<file path="src/rtl/branch_resolve_ctrl.sv">
// Branch resolution controller: funct3 decode, 2-bit BHT predictor and mispredict flush/redirect FSM.
// Optional build macro BRANCH_STATS_EN adds resolved-branch and mispredict counters.
module branch_resolve_ctrl #(
  parameter int XLEN         = 32,
  parameter int BHT_IDX_W    = 4,
  parameter int FLUSH_CYCLES = 2
) (
  input  logic            clk,
  input  logic            rst,
  input  logic            if_valid,
  input  logic [XLEN-1:0] if_pc,
  output logic            pred_taken,
  input  logic            ex_valid,
  input  logic            ex_is_branch,
  input  logic [2:0]      ex_funct3,
  input  logic [XLEN-1:0] ex_pc,
  input  logic [XLEN-1:0] ex_target,
  input  logic            ex_pred_taken,
  output logic            BrUn,
  input  logic            BrEq,
  input  logic            BrLT,
  output logic            flush,
  output logic            redirect_valid,
  output logic [XLEN-1:0] redirect_pc
`ifdef BRANCH_STATS_EN
  ,
  output logic [31:0]     stat_branches,
  output logic [31:0]     stat_mispredicts
`endif
);

  localparam int BHT_N = 1 << BHT_IDX_W;
  localparam int CNT_W = $clog2(FLUSH_CYCLES + 1);
  localparam logic [CNT_W-1:0] CNT_LOAD = CNT_W'(FLUSH_CYCLES - 1);

  typedef enum logic {
    S_IDLE  = 1'b0,
    S_FLUSH = 1'b1
  } state_t;

  state_t              r_state;
  state_t              w_state_nxt;
  logic [CNT_W-1:0]    r_cnt;
  logic [CNT_W-1:0]    w_cnt_nxt;
  logic                w_flush_nxt;
  logic                w_redirect_valid_nxt;
  logic [XLEN-1:0]     w_redirect_pc_nxt;
  logic [1:0]          r_bht [BHT_N];

  logic [BHT_IDX_W-1:0] w_if_idx;
  logic [BHT_IDX_W-1:0] w_ex_idx;
  logic                 w_taken;
  logic                 w_legal;
  logic                 w_resolve;
  logic                 w_mispredict;
  logic [XLEN-1:0]      w_fallthru_pc;
  logic                 w_unused_pc_bits;

  function automatic logic [1:0] sat_step(input logic [1:0] ctr, input logic up);
    if (up) begin
      return (ctr == 2'b11) ? ctr : ctr + 2'd1;
    end
    return (ctr == 2'b00) ? ctr : ctr - 2'd1;
  endfunction

  assign w_if_idx         = if_pc[BHT_IDX_W+1:2];
  assign w_ex_idx         = ex_pc[BHT_IDX_W+1:2];
  assign w_unused_pc_bits = ^{if_pc[XLEN-1:BHT_IDX_W+2], if_pc[1:0]};

  // No write-through bypass: an update in this cycle is seen by lookups next cycle.
  assign pred_taken = if_valid & r_bht[w_if_idx][1];

  assign BrUn = (ex_funct3 == 3'b110) | (ex_funct3 == 3'b111);

  always_comb begin
    w_taken = 1'b0;
    w_legal = 1'b1;
    case (ex_funct3)
      3'b000:         w_taken = BrEq;
      3'b001:         w_taken = ~BrEq;
      3'b100, 3'b110: w_taken = BrLT;
      3'b101, 3'b111: w_taken = ~BrLT;
      default:        w_legal = 1'b0;
    endcase
  end

  // Wrong-path EX contents are ignored while flushing.
  assign w_resolve     = (r_state == S_IDLE) & ex_valid & ex_is_branch & w_legal;
  assign w_mispredict  = w_resolve & (w_taken != ex_pred_taken);
  assign w_fallthru_pc = ex_pc + XLEN'(4);

  always_comb begin
    w_state_nxt          = r_state;
    w_cnt_nxt            = r_cnt;
    w_flush_nxt          = flush;
    w_redirect_valid_nxt = 1'b0;
    w_redirect_pc_nxt    = redirect_pc;
    case (r_state)
      S_IDLE: begin
        if (w_mispredict) begin
          w_state_nxt          = S_FLUSH;
          w_cnt_nxt            = CNT_LOAD;
          w_flush_nxt          = 1'b1;
          w_redirect_valid_nxt = 1'b1;
          w_redirect_pc_nxt    = w_taken ? ex_target : w_fallthru_pc;
        end
      end
      S_FLUSH: begin
        if (r_cnt != '0) begin
          w_cnt_nxt = r_cnt - CNT_W'(1);
        end else begin
          w_state_nxt = S_IDLE;
          w_flush_nxt = 1'b0;
        end
      end
      default: begin
        w_state_nxt = S_IDLE;
        w_flush_nxt = 1'b0;
      end
    endcase
  end

  always_ff @(posedge clk or posedge rst) begin
    if (rst) begin
      r_state        <= S_IDLE;
      r_cnt          <= '0;
      flush          <= 1'b0;
      redirect_valid <= 1'b0;
      redirect_pc    <= '0;
    end else begin
      r_state        <= w_state_nxt;
      r_cnt          <= w_cnt_nxt;
      flush          <= w_flush_nxt;
      redirect_valid <= w_redirect_valid_nxt;
      redirect_pc    <= w_redirect_pc_nxt;
    end
  end

  always_ff @(posedge clk or posedge rst) begin
    if (rst) begin
      for (int i = 0; i < BHT_N; i++) begin
        r_bht[i] <= 2'b01;
      end
    end else if (w_resolve) begin
      r_bht[w_ex_idx] <= sat_step(r_bht[w_ex_idx], w_taken);
    end
  end

`ifdef BRANCH_STATS_EN
  logic [31:0] r_stat_branches;
  logic [31:0] r_stat_mispredicts;

  always_ff @(posedge clk or posedge rst) begin
    if (rst) begin
      r_stat_branches    <= '0;
      r_stat_mispredicts <= '0;
    end else begin
      if (w_resolve)    r_stat_branches    <= r_stat_branches + 32'd1;
      if (w_mispredict) r_stat_mispredicts <= r_stat_mispredicts + 32'd1;
    end
  end

  assign stat_branches    = r_stat_branches;
  assign stat_mispredicts = r_stat_mispredicts;
`endif

endmodule
</file>
<file path="config.mk">
export PLATFORM = sky130hd
export DESIGN_NAME = branch_resolve_ctrl
export DESIGN_NICKNAME = d
export VERILOG_FILES = /design/src/rtl/branch_resolve_ctrl.sv
export SDC_FILE = /design/constraint.sdc
export NUM_CORES = 1
export LEC_CHECK = 0
export ABC_AREA = 1
export CORE_ASPECT_RATIO = 1.5
export CORE_MARGIN = 5
export CORE_UTILIZATION = 40
export DETAILED_ROUTE_END_ITERATION = 8
export GPL_TIMING_DRIVEN = 0
export PLACE_DENSITY = 0.7
export REMOVE_ABC_BUFFERS = 1
export SETUP_SLACK_MARGIN = 0.02
export SLEW_MARGIN = 20
export SYNTH_ARGS = -nofsm -noshare
export SYNTH_HDL_FRONTEND = slang
export SYNTH_SLANG_ARGS = --single-unit
</file>
<file path="constraint.sdc">
create_clock -name clk -period 2.4 [get_ports clk]
set_input_delay 0.36 -clock clk [delete_from_list [all_inputs] [get_ports clk]]
set_output_delay 0.36 -clock clk [all_outputs]
set_load 0.005 [all_outputs]
</file>
==> impl_metrics.py, run 1 <==
metrics = {
    "worst_setup_path": {
        "slowest_delay_ns": 0.52,
        "cpLargestDelayFamily": "buffers and inverters",
        "critical_path_arrival_ns": 1.85,
        "crit_buf_inv": 2,
        "crit_path_start": "r_bht[5]",
        "crit_path_end_kind": "output port",
        "required_ns": 2.04,
        "startpoint_type": "register",
        "crit_fanout": 2,
        "timing.rr.start": "r_state",
        "crit_chain": "inv_1 > a21oi_1 > o21ai_0 > nand3_1 > o211ai_1 > a21boi_0 > clkdlybuf4s50_1",
        "worst-setup-path-type": "reg -> out",
        "crit_slowest_cell": "clkdlybuf4s50_1",
    },
    "logic_synthesis": {
        "synth_compound_area_share_pct": 5.22,
        "synth_edf_count": 0,
        "synth_commonest_cells": "nand2_1, nor2_1, inv_1, dfrtp_1, nand3_1",
        "synthCells": 730,
        "ys_types": 32,
        "synth_xor_area_share_pct": 2.09,
        "synth_seq_cells": 69,
        "yosys.area_share.simple_pct": 45.2,
        "synth_flop_cell": "dfrtp_1",
        "ys_seq_area_share_pct": 37.9,
        "yosys.area.top_type": "dfrtp_1",
        "synth_top_area_share_pct": 28.8,
        "synth_top_family_by_area": "simple AND/OR/NAND/NOR gates",
        "avgSynthCellArea_um2": 6.31,
        "synthAdderAreaFrac_pct": 1.36,
        "async_flop_share_pct": 100,
        "synth.area.mux_share_pct": 0,
        "synthTopCellsByArea": "dfrtp_1, nand2_1, dfstp_2",
        "synth_most_common_cell": "nand2_1",
        "ys_warn_count": 0,
        "syn_area_mm2": 0.00460,
    },
    "hold_path": {
        "hp-class": "in -> async",
    },
    "clocking": {
        "cts_made_buffers": 9,
        "tritoncts": "yes",
        "cts.reportedPaths.clkPinSlew_ns": 0.06,
        "cts_buffer_depth": 2,
        "insertion_delay_ns": 0.34,
        "cts_hold_buffers": 0,
        "cts-root-buf": "clkbuf_16",
        "clock-sinks": 69,
        "cts-htree-levels": 3,
    },
    "timing": {
        "worst_pin_slew_ns": 0.601,
        "max_slew_margin_pct": 59.9,
        "fmax_mhz": 453,
        "finalHoldViolCount": 0,
        "post-route-min-period_ns": 2.21,
        "setup_ws_ns": 0.194,
        "clock_skew_ns": 0.00828,
        "rsz0062_at_grt": "no",
        "final_max_slew_viol_count": 0,
        "post-route-period-util_pct": 91.9,
        "setup_viol": 0,
    },
    "final_layout": {
        "finish.utilization_pct": 55.2,
        "design_area_mm2": 0.00630,
        "drive_gt1_share_pct": 8.07,
        "antennaDiodeCount": 0,
        "area_growth_pct": 36.9,
        "final_cells": 1005,
        "fillers": 1144,
        "final_nets": 962,
    },
    "pwr": {
        "peakVddDrop_uv": 410,
        "p_leak_nw": 3.03,
        "power_density_mw_per_mm2": 756,
        "totalPowerFinal_mw": 4.76,
    },
    "drt": {
        "route.detailed.drc": 0,
        "first_iter_violations": 243,
        "routed_wl_mm": 15.2,
        "ant_nets": 0,
        "viasPerCell": 4.91,
        "wire_per_inst_um": 15.1,
        "num_vias": 4937,
        "dr.pass1.iters": 5,
    },
    "place": {
        "gp_congestion": 0.888,
        "post-place-ws_ns": -0.995,
        "dp_hpwl_mm": 10.3,
        "placed_area_mm2": 0.00585,
        "dpl.cell_count": 976,
        "io_buffer_count": 114,
    },
    "global_routing": {
        "grt_start_max_net_pins": 58,
        "grtUsageTotal_pct": 21.9,
        "grt_pass1_vias": 4771,
        "grt_overflow": 0,
        "antenna_found_initial": 0,
        "grt_pass1_wl_mm": 23.9,
    },
    "die": {
        "die-width_um": 97.6,
        "coreArea_mm2": 0.0114,
        "io_pins": 143,
        "dieArea_mm2": 0.0138,
        "std_cell_rows": 48,
        "initial_core_util_pct": 40.3,
        "die_h_um": 141,
    },
    "run_status": {
        "outcome": "finished, final reports clean",
    },
    "job": {
        "drv_cap": 0,
    },
}
-- power by group --
part | internal (mW) | leakage (nW) | total [mW] | switching, mW
combinational | 0.851 | 2.04 | 1.62 | 0.766
sequential | 1.59 | 0.847 | 1.81 | 0.222
clock | 0.804 | 0.142 | 1.33 | 0.526
-- logic make-up after synthesis --
| family | Yosys count |
|---|---|
| AND/OR/NAND/NOR | 508 |
| flip-flops | 69 |
| buffers and inverters | 91 |
| XOR/XNOR | 11 |
| adder cells (fa/ha/maj) | 5 |
| AO/OA/AOI/OAI | 46 |
-- through the flow --
step	TNS, ns	hold WS [ns]
after floorplan	0	0.444
after global placement	-108.25	0.454
after detailed placement	-51.92	0.456
after CTS	0	0.290
after global routing	0	0.317
final	0	0.294
-- cells in the final DEF (no fill, tap or decap), types with 5 or more instances in the layout --
| cell type | instances |
|---|---|
| a21oi_1 | 8 |
| buf_4 | 7 |
| clkbuf_16 | 9 |
| clkdlybuf4s50_1 | 110 |
| dfrtp_1 | 53 |
| dfstp_2 | 16 |
| ha_1 | 5 |
| inv_1 | 66 |
| nand2_1 | 342 |
| nand3_1 | 36 |
| nand3_4 | 5 |
| nand3b_1 | 8 |
| nor2_1 | 89 |
| nor3_1 | 14 |
| o21ai_0 | 30 |
| xor2_1 | 8 |
-- worst paths after layout --
kind	slack (ns)	cells after the start	endpoint
max	0.19	7	pred_taken
min	0.29	2	flush
max reg2reg	0.62	8	r_bht[15]
min reg2reg	0.46	2	r_bht[28]
max in group asynchronous	1.50	3	r_bht[22]
min in group clk	0.46	2	r_bht[28]
-- area by class of cell --
| class | instances | area [µm²] | area share [%] |
|---|---|---|---|
| clock buffer | 10 | 229 | 3.63 |
| timing repair buffer | 123 | 1230 | 19.5 |
| sequential | 69 | 1750 | 27.7 |
| inverter | 72 | 285 | 4.53 |
| tap | 150 | 188 | 2.98 |
| clock inverter | 6 | 65.1 | 1.03 |
| multi-input combinational | 575 | 2560 | 40.6 |
-- state kept, by name, indices dropped and copies added (netlist names) --
register and flops:
flush 1, redirect_valid 1, r_bht 32, r_cnt 2, r_state 1, redirect_pc 32
-- worst register-to-register path, delay by kind of cell (launching register included) --
family | cells | cell delay [ns]
flip-flops | 1 | 0.40
AND/OR/NAND/NOR | 6 | 0.95
buffers and inverters | 2 | 0.33
-- routing by layer --
metal	up-vias	share of wire (%)	track usage, %
li1	2492	-	-
met1	2237	38	24.2
met2	172	51	39.5
met3	36	6.9	5.85
met4	0	3.5	8.83
met5	-	0	0
-- repair_timing --
action / CTS / global route
buffers inserted: 2 / 6
cloned: 4 / 1
gates resized for setup: 14 / 10
pin swaps: 1 / 1
setup endpoints to repair: 70 / 64
No activity file was read; power rests on OpenSTA's default activity.
==> inputs of run 2 (changes only) <==
- PLACE_DENSITY: 0.7 -> not set
- PLACE_DENSITY_LB_ADDON: not set -> 0.12
==> run 2 against run 1 <==
  * Setup slack worse by 0.048 ns
  * Fmax down 2.1%
  * Highest routed layer unchanged
  * Die area unchanged
  * Sequential share of layout area up 0.29 points
  * Sequential cell count unchanged
  * Critical endpoint is now r_cnt[0]
  * Design area down 1.0%
  * Via count up 0.99%
  * Critical path depth up 3
  * Register-to-register slack worse by 0.04 ns
  * Clock skew about the same
  * Global-route usage up 0.17 points
==> impl_metrics.py, run 2 (synthesis gave the netlist of run 1 again) <==
metrics = {
    "run_status": {
        "outcome": "finished, final reports clean",
    },
    "worst_setup_path": {
        "startpoint_type": "input pin",
        "crit_slowest_cell": "clkdlybuf4s50_1",
        "crit_buf_inv": 4,
        "worst-setup-path-type": "in -> reg",
        "crit_chain": "clkdlybuf4s50_1 > nor2_1 > inv_1 > nand3_1 > clkinvlp_4 > buf_12 > nand3_2 > nand2_1 > nand2_1 > nand2_1",
        "crit_top_cell": "nand2_1",
        "cpLargestDelayFamily": "buffers and inverters",
        "required_ns": 2.68,
        "crit_path_end_kind": "register",
        "crit_fanout": 7,
        "r2r_slack_ns": 0.58,
        "slowest_delay_ns": 0.52,
        "critical_path_arrival_ns": 2.53,
    },
    "place": {
        "io_buffer_count": 114,
        "dp_hpwl_mm": 10.5,
        "dpl.cell_count": 976,
        "gp_congestion": 0.938,
    },
    "die": {
        "io_pins": 143,
        "std_cell_rows": 48,
        "initial_core_util_pct": 40.3,
        "die_h_um": 141,
        "dieArea_mm2": 0.0138,
        "coreArea_mm2": 0.0114,
        "die-width_um": 97.6,
    },
    "clocking": {
        "clock-sinks": 69,
        "cts-htree-levels": 3,
        "cts_buffer_depth": 2,
        "cts-root-buf": "clkbuf_16",
        "cts_made_buffers": 9,
        "tritoncts": "yes",
        "insertion_delay_ns": 0.34,
        "cts_hold_buffers": 0,
        "cts.reportedPaths.clkPinSlew_ns": 0.06,
    },
    "drt": {
        "viasPerCell": 4.99,
        "dr.pass1.iters": 4,
        "num_vias": 4986,
        "wire_per_inst_um": 15.3,
        "route.detailed.drc": 0,
        "first_iter_violations": 272,
        "ant_nets": 0,
        "routed_wl_mm": 15.3,
    },
    "timing": {
        "worst_pin_slew_ns": 0.617,
        "rsz0062_at_grt": "no",
        "finalHoldViolCount": 0,
        "post-route-min-period_ns": 2.25,
        "setup_viol": 0,
        "post-route-period-util_pct": 93.9,
        "whs_ns": 0.355,
        "final_max_slew_viol_count": 0,
        "fmax_mhz": 444,
        "max_slew_margin_pct": 58.9,
        "clock_skew_ns": 0.00851,
    },
    "global_routing": {
        "grt_pass1_vias": 4869,
        "grtUsageTotal_pct": 22.0,
        "grt_pass1_wl_mm": 24.2,
        "grt_overflow": 0,
        "antenna_found_initial": 0,
        "grt_start_max_net_pins": 45,
    },
    "final_layout": {
        "seq_area_mm2": 0.00175,
        "fillers": 1178,
        "drive_gt1_share_pct": 7.29,
        "final_cells": 1000,
        "multi_input_area_mm2": 0.00254,
        "final_nets": 957,
        "reg_top3": "r_bht: 32 flops, redirect_pc: 32 flops, r_cnt: 2 flops",
        "finish.utilization_pct": 54.6,
        "layout_common_cells": "nand2_1, clkdlybuf4s50_1, nor2_1, inv_1, dfrtp_1",
        "area_growth_pct": 35.4,
        "antennaDiodeCount": 0,
        "final_common_cell": "nand2_1",
    },
    "hold_path": {
        "hp-class": "in -> async",
    },
    "pwr": {
        "p_leak_nw": 2.99,
        "power_density_mw_per_mm2": 746,
        "peakVddDrop_uv": 429,
    },
    "job": {
        "drv_cap": 0,
    },
}
run 2: power by group:
part	switching [mW]	total (mW)	leakage, nW	internal, mW
clock network	0.551	1.25	0.132	0.702
registers	0.221	1.81	0.847	1.59
logic	0.744	1.59	2.01	0.841
total	1.52	4.65	2.99	3.13
run 2: layout make-up:
class / count / area share [%]
multi-input cells: 575 / 40.8
flip-flops and latches: 69 / 28.0
repair buffers: 118 / 19.2
inverters: 72 / 4.54
clock buffers: 9 / 3.61
well taps: 150 / 3.01
clock inverters: 7 / 0.823
run 2: what timing repair did:
item / 4_1_cts / 5_1_grt
resized for setup: 12 / 2
cloned: 4 / 1
setup buffers: 0 / 3
pin swaps: 1 / 0
hold endpoints to repair: 0 / 0
endpoints found under the setup margin: 70 / 43
run 2: final timing paths:
path	endpoint	start	depth (start not counted)
max	r_cnt[0]	ex_funct3[2]	10
min	r_cnt[0]	rst	2
max reg2reg	r_cnt[0]	r_state	8
min reg2reg	r_bht[20]	r_bht[20]	2
max in group asynchronous	r_bht[4]	rst	3
min in group clk	r_bht[20]	r_bht[20]	2
run 2: worst register-to-register path: cells and delay by family, from the launching register on:
| family | cells | cell delay [ns] |
|---|---|---|
| AND/OR/NAND/NOR | 6 | 0.97 |
| buffers and inverters | 2 | 0.38 |
| flip-flops | 1 | 0.40 |
run 2: layer usage:
| layer | GRT usage [%] | wire [µm] | part of all wire (%) |
|---|---|---|---|
| met4 | 9.12 | 467 | 3.0 |
| met1 | 24.6 | 5900 | 38 |
| met2 | 40.5 | 8040 | 52 |
| met5 | 0 | 0 | 0 |
| met3 | 4.53 | 942 | 6.1 |
run 2: through the flow:
stage / power (mW) / worst slack, ns / area (µm²) / TNS, ns
final: 4.65 / 0.146 / 6230 / 0
after global routing: 4.96 / 0.0403 / 6230 / 0
after CTS: 4.69 / 0.0217 / 6190 / 0
after detailed placement: 3.38 / -0.980 / 5850 / -49.42
after global placement: 3.33 / -0.949 / 5820 / -102.78
after floorplan: 2.46 / 0.298 / 4500 / 0
